===== src/rtl/fix_dec_pkg.sv =====
// Shared definitions for the fixed-point decimator: sample typedef for the
// default format, width helpers and power-of-two checking.
package fix_dec_pkg;

  localparam int N_INT_DEF  = 8;
  localparam int N_MANT_DEF = 23;

  // Signed fixed-point sample in the default n_int/n_mant format
  typedef logic signed [N_INT_DEF+N_MANT_DEF:0] sample_t;

  // Total sample width including the sign bit
  function automatic int sample_width(input int n_int, input int n_mant);
    return n_int + n_mant + 1;
  endfunction

  // Accumulator width: osr full-scale samples can never overflow it
  function automatic int acc_width(input int n_int, input int n_mant, input int osr);
    return sample_width(n_int, n_mant) + $clog2(osr);
  endfunction

  // FIFO read/write pointer width
  function automatic int ptr_width(input int depth);
    return (depth > 1) ? $clog2(depth) : 1;
  endfunction

  // FIFO occupancy width, able to represent 0..depth
  function automatic int cnt_width(input int depth);
    return $clog2(depth) + 1;
  endfunction

  function automatic bit is_pow2(input int v);
    return (v > 0) && ((v & (v - 1)) == 0);
  endfunction

endpackage


===== src/rtl/fix_dec_fifo.sv =====
// First-word-fall-through FIFO for decimated samples. Pointers wrap modulo
// depth (power of two); a push while full with no pop is discarded.
module fix_dec_fifo
  import fix_dec_pkg::*;
#(
  parameter int width = 32,
  parameter int depth = 8
) (
  input  logic             clk,
  input  logic             rst,
  input  logic             push_i,
  input  logic [width-1:0] push_data_i,
  input  logic             pop_i,
  output logic [width-1:0] pop_data_o,
  output logic             full_o,
  output logic             empty_o
);

  localparam int PW = ptr_width(depth);
  localparam int CW = cnt_width(depth);
  localparam logic [PW-1:0] PTR_ONE = PW'(1);
  localparam logic [CW-1:0] CNT_ONE = CW'(1);
  localparam logic [CW-1:0] CNT_FULL = CW'(depth);

  logic [width-1:0] mem_q [depth];
  logic [PW-1:0]    wr_q, rd_q;
  logic [CW-1:0]    cnt_q, cnt_d;
  logic             do_push_s, do_pop_s;

  assign empty_o   = (cnt_q == {CW{1'b0}});
  assign full_o    = (cnt_q == CNT_FULL);
  assign do_pop_s  = pop_i & ~empty_o;
  // A full FIFO still accepts a push when the same edge frees a slot
  assign do_push_s = push_i & (~full_o | do_pop_s);
  // Head entry is forced to zero while empty so reset shows a clean output
  assign pop_data_o = empty_o ? {width{1'b0}} : mem_q[rd_q];

  // Next occupancy from the accepted push/pop combination
  always_comb begin
    cnt_d = cnt_q;
    if (do_push_s && !do_pop_s) begin
      cnt_d = cnt_q + CNT_ONE;
    end else if (do_pop_s && !do_push_s) begin
      cnt_d = cnt_q - CNT_ONE;
    end else begin
      cnt_d = cnt_q;
    end
  end

  // Pointer and occupancy registers
  always_ff @(posedge clk or posedge rst) begin
    if (rst) begin
      wr_q  <= {PW{1'b0}};
      rd_q  <= {PW{1'b0}};
      cnt_q <= {CW{1'b0}};
    end else begin
      cnt_q <= cnt_d;
      if (do_push_s) wr_q <= wr_q + PTR_ONE;
      if (do_pop_s)  rd_q <= rd_q + PTR_ONE;
    end
  end

  // Storage array; contents are only visible through the occupancy gate
  always_ff @(posedge clk) begin
    if (do_push_s) mem_q[wr_q] <= push_data_i;
  end

endmodule


===== src/rtl/fix_decimator.sv =====
// Fixed-point decimator: averages every osr valid samples (floor) and queues
// the result in an FWFT output FIFO.
// Optional macro FIX_DECIMATOR_OVF_EN adds the sticky FIFO-overflow port ovf.
module fix_decimator
  import fix_dec_pkg::*;
#(
  parameter int n_int      = 8,
  parameter int n_mant     = 23,
  parameter int osr        = 4,
  parameter int fifo_depth = 8
) (
  input  logic                      clk,
  input  logic                      rst,
  input  logic                      in_valid,
  input  logic signed [n_int+n_mant:0] in_data,
  output logic                      out_valid,
  input  logic                      out_ready,
  output logic signed [n_int+n_mant:0] out_data
`ifdef FIX_DECIMATOR_OVF_EN
  ,
  output logic                      ovf
`endif
);

  localparam int SW = sample_width(n_int, n_mant);
  localparam int AW = acc_width(n_int, n_mant, osr);
  localparam int LW = $clog2(osr);
  localparam logic [LW-1:0] PH_LAST = LW'(osr - 1);
  localparam logic [LW-1:0] PH_ONE  = LW'(1);

  if (!is_pow2(osr) || osr < 2 || osr > 256) begin : g_bad_osr
    $error("fix_decimator: osr must be a power of two in 2..256");
  end
  if (!is_pow2(fifo_depth) || fifo_depth < 2 || fifo_depth > 64) begin : g_bad_depth
    $error("fix_decimator: fifo_depth must be a power of two in 2..64");
  end

  logic signed [AW-1:0] acc_q, acc_d, sum_s;
  logic [LW-1:0]        ph_q, ph_d;
  logic                 frame_done_s;
  logic [SW-1:0]        result_s, head_s;
  logic                 full_s, empty_s;

  assign sum_s        = acc_q + {{LW{in_data[SW-1]}}, in_data};
  assign frame_done_s = in_valid & (ph_q == PH_LAST);
  // Dropping the low log2(osr) bits of a two's-complement sum is floor division
  assign result_s     = sum_s[AW-1:LW];

  // Accumulate valid samples; the frame-closing sample reloads to zero
  always_comb begin
    acc_d = acc_q;
    ph_d  = ph_q;
    if (frame_done_s) begin
      acc_d = {AW{1'b0}};
      ph_d  = {LW{1'b0}};
    end else if (in_valid) begin
      acc_d = sum_s;
      ph_d  = ph_q + PH_ONE;
    end else begin
      acc_d = acc_q;
      ph_d  = ph_q;
    end
  end

  // Accumulator and phase counter registers
  always_ff @(posedge clk or posedge rst) begin
    if (rst) begin
      acc_q <= {AW{1'b0}};
      ph_q  <= {LW{1'b0}};
    end else begin
      acc_q <= acc_d;
      ph_q  <= ph_d;
    end
  end

  fix_dec_fifo #(
    .width (SW),
    .depth (fifo_depth)
  ) u_fifo (
    .clk         (clk),
    .rst         (rst),
    .push_i      (frame_done_s),
    .push_data_i (result_s),
    .pop_i       (out_ready),
    .pop_data_o  (head_s),
    .full_o      (full_s),
    .empty_o     (empty_s)
  );

  assign out_valid = ~empty_s;
  assign out_data  = head_s;

`ifdef FIX_DECIMATOR_OVF_EN
  logic ovf_q;

  // Sticky flag: a finished frame found the FIFO full with no pop to make room
  always_ff @(posedge clk or posedge rst) begin
    if (rst) begin
      ovf_q <= 1'b0;
    end else if (frame_done_s && full_s && !out_ready) begin
      ovf_q <= 1'b1;
    end
  end

  assign ovf = ovf_q;
`else
  logic unused_full_s;
  assign unused_full_s = full_s;
`endif

endmodule


===== config.mk =====
export PLATFORM = sky130hd
export DESIGN_NAME = fix_decimator
export DESIGN_NICKNAME = d
export VERILOG_FILES = /design/src/rtl/fix_dec_pkg.sv /design/src/rtl/fix_dec_fifo.sv /design/src/rtl/fix_decimator.sv
export SDC_FILE = /design/constraint.sdc
export NUM_CORES = 1
export LEC_CHECK = 0
export BUFFER_PORTS_ARGS = -buffer_cell sky130_fd_sc_hd__buf_2
export CORE_MARGIN = 2
export CORE_UTILIZATION = 35
export CTS_CLUSTER_SIZE = 30
export DETAILED_ROUTE_END_ITERATION = 16
export PLACE_DENSITY = 0.58
export REMOVE_ABC_BUFFERS = 1
export SLEW_MARGIN = 5
export SYNTH_ARGS = -nofsm -noshare
export SYNTH_HDL_FRONTEND = slang
export SYNTH_SLANG_ARGS = --single-unit
export TNS_END_PERCENT = 20

===== constraint.sdc =====
create_clock -name clk -period 5.7 [get_ports clk]
set_input_delay 0 -clock clk [delete_from_list [all_inputs] [get_ports clk]]
set_output_delay 0 -clock clk [all_outputs]
set_load 0.005 [all_outputs]

==> run summary <==
worst reg2reg path depth = 6
FF-to-FF Start = ph_q[0]$_DFFE_PP0P_
Sink Count = 302
layout cells sized above 1 = 23.5%
CP Buf/Inv Count = 2
initial antenna violation count = 0
Post-synth EDFFs = 256
Worst Skew = 9.79 ps
row count = 72
Final Hold Vio Count = 0
Worst path slowest cell = a311oi_1
post-synthesis sequential area ratio = 65.0%
TritonCTS clock tree = done
final setup fails = 0
hold slack final = 62.3 ps
clock buffer depth = 3
top cells by count, synth = edfxtp_1, nor2_1, mux4_2
H-tree lvl count = 1
reg2reg setup slack = 1950 ps
crit path max fanout = 17
Leak Pwr = 5.50 nW
Final ANT Viol Nets = 0
Critical Path Source = ph_q[0]$_DFFE_PP0P_
mux cell area share after synthesis = 13.5%
top post-synthesis cells by area = edfxtp_1, mux4_2, dfrtp_1, ha_1, mux2i_1
post-synthesis simple-gate area fraction = 5.64%
area grow syn2layout = 14.6%
vias per inst = 5.29
routed len/inst = 21.9 um
status = finished clean
Num CTS Buffers = 30
multi-input logic area = 4590 um2
pin count of the biggest net entering global routing = 47
Final WS setup = 1950 ps
RSZ-0062 raised after global routing = false
Levels on crit path = 6
Post-Syn Instances = 853
filler instances = 3530
final wirelength = 32.2 mm
buffers added on ports = 68
Cell Area, Synth = 13600 um2
Min-Delay Path Class = primary input to register
Worst-Skew Late Latency = 560 ps
Synth Area in Compound Gates = 7.81%
post-synth top area cell = edfxtp_1
maximum vdd ir drop = 246 uV
Max-cap violations = 0
Finished Cell Area = 15600 um2
I/O pin total = 69
global router's overall resource usage = 16.0%
Routability Congestion = 0.875
Placed Area = 14600 um2
DPL Wire Length = 21.5 mm
Synth async-reset ratio = 15.2%
Yosys Warn Count = 0
Worst-Margin Slew = 1220 ps
storage element area = 8840 um2
TritonRoute pass-1 iters = 4
min Tclk post-route = 3750 ps
P per Cell Area = 586 nW/um2
setup_tns = 0 ps
Seq cells post-synth = 302
Max Clk Rate = 267 MHz
area of the core = 38500 um2
Die Ht = 201 um
# diodes = 0
first-pass GRT wire length = 49.3 mm
CP arrival = 3970 ps
CP cell instances = ha_1, clkinv_1, a311oi_1, nand2_1, nor2_4, buf_4
gr ovfl total = 0
Worst Setup Slack post-DPL = 1910 ps
final worst-path cycle share = 65.8%
Worst EP required = 5920 ps
kind of start point of the critical path = register
Most used DFF post-synth = edfxtp_1
slew margin rel. = 18.9%
CTS clk-pin slew, worst paths = 60 ps
Die W = 201 um
via count = 7782
DRC Markers = 0
DIE AREA = 40400 um2
Core Util, Final = 40.5%
Worst Setup EP = u_fifo.mem_q[5][9]$_DFFE_PP_
Netlist cell types = 65
most numerous cell in the Yosys netlist = edfxtp_1
Final Max Slew Viols = 0
Post-Synth XOR/XNOR Area = 2.51%
cts repair resizes = 0
Worst path max stage delay = 850 ps
Avg Cell Area, Syn = 15.9 um2
Worst setup EP type = register
reg-to-reg endpoint = u_fifo.mem_q[5][9]$_DFFE_PP_
main combinational cell family by area after synthesis = multiplexers
Starting Density = 35.3%
1st-iter DRT viols = 448
CP top delay family = simple AND/OR/NAND/NOR gates
nets = 1007
clock root cell = clkbuf_16
post-synthesis adder-cell area fraction = 3.89%
top-area cell type share of the netlist area = 56.6%
vias in the first global route = 8007
Crit Path Category = register to register
-- through the flow --
stage / cells / power (mW)
2_1_floorplan: 813 / 6.03
3_3_place_gp: 1412 / 7.23
3_5_place_dp: 1412 / 7.28
4_1_cts: 1470 / 9.23
5_1_grt: 1470 / 9.69
6_report: 1470 / 9.13
-- routing by layer --
metal	global-route usage (%)	vias to the layer above	part of all wire, %
met5	0	-	0
met4	5.21	0	2.9
met3	2.11	56	4.5
met2	26.4	193	48
met1	22.0	3986	45
li1	-	3547	-
-- kinds of logic (layout without fill, tap and decap cells) --
kind of cell | after synthesis | count (layout)
DFF | 302 | 302
and+or+nand+nor | 163 | 163
AOI/OAI and AO/OA | 151 | 151
muxes | 102 | 102
buffers and inverters | 55 | 154
adders and majority gates | 41 | 41
xor gates and xnor gates | 39 | 39
-- where the power goes --
group	total, mW	internal (mW)	switching [mW]
combinational	3.56	1.40	2.16
sequential	3.64	3.33	0.315
clock	1.92	1.10	0.826
total	9.13	5.83	3.31
-- how the worst min path moves through the flow --
stage          startpoint                          to  cells after the start
2_1_floorplan    in_valid         ph_q[0]$_DFFE_PP0P_                      1
3_3_place_gp          rst  u_fifo.rd_q[0]$_DFFE_PP0N_                      3
3_5_place_dp          rst  u_fifo.rd_q[1]$_DFFE_PP0N_                      3
4_1_cts        in_data[0]        acc_q[0]$_DFFE_PP0P_                      4
5_1_grt        in_data[0]        acc_q[0]$_DFFE_PP0P_                      4
6_report       in_data[0]        acc_q[0]$_DFFE_PP0P_                      4
-- cell type report --
class | count | share of cell area [%]
clock buffers | 37 | 5.19
flip-flops and latches | 302 | 56.8
repair buffers | 85 | 3.07
well taps | 518 | 4.16
multi-input cells | 496 | 29.5
inverters | 15 | 0.361
clock inverters | 17 | 0.980
-- flip-flops by register name (all words and copies together), names as in the netlist --
signal and count:
acc_q 34, u_fifo.cnt_q 4, u_fifo.mem_q 256, ph_q 2, u_fifo.wr_q 3, u_fifo.rd_q 3
-- placed cells by master (no fill, tap or decap), types with 4 or more instances in the layout --
cell type / instances
ha_1: 39
clkbuf_16: 31
nor3_1: 11
dlygate4sd3_1: 4
clkbuf_1: 5
xnor2_1: 27
inv_1: 13
nor2_4: 6
o21a_1: 5
clkinv_1: 4
nor2_1: 62
a21oi_1: 40
mux2i_1: 33
a211oi_1: 5
xor2_1: 12
a22o_1: 23
nand2_1: 36
dfrtp_1: 43
a21o_1: 9
nand3_1: 5
nor2b_1: 4
edfxtp_1: 256
clkinv_4: 4
o21bai_1: 4
mux4_2: 64
clkinv_2: 6
o2bb2ai_1: 4
nand4_1: 11
buf_2: 68
buf_4: 13
o21ai_0: 24
mux2_2: 5
-- worst reg2reg max path, delay by kind of cell, from the launching register on --
kind | cells | cell delay (ps)
AOI/OAI and AO/OA | 1 | 850
and+or+nand+nor | 2 | 970
DFF | 1 | 370
buffers and inverters | 2 | 840
adders and majority gates | 1 | 380
-- what timing repair did --
| action | 4_1_cts | 5_1_grt |
|---|---|---|
| hold buffers | 4 | 0 |
| endpoints found under the hold margin | 60 | 0 |
| buffers inserted | 0 | 0 |
Power figures use the tool's default switching activity.
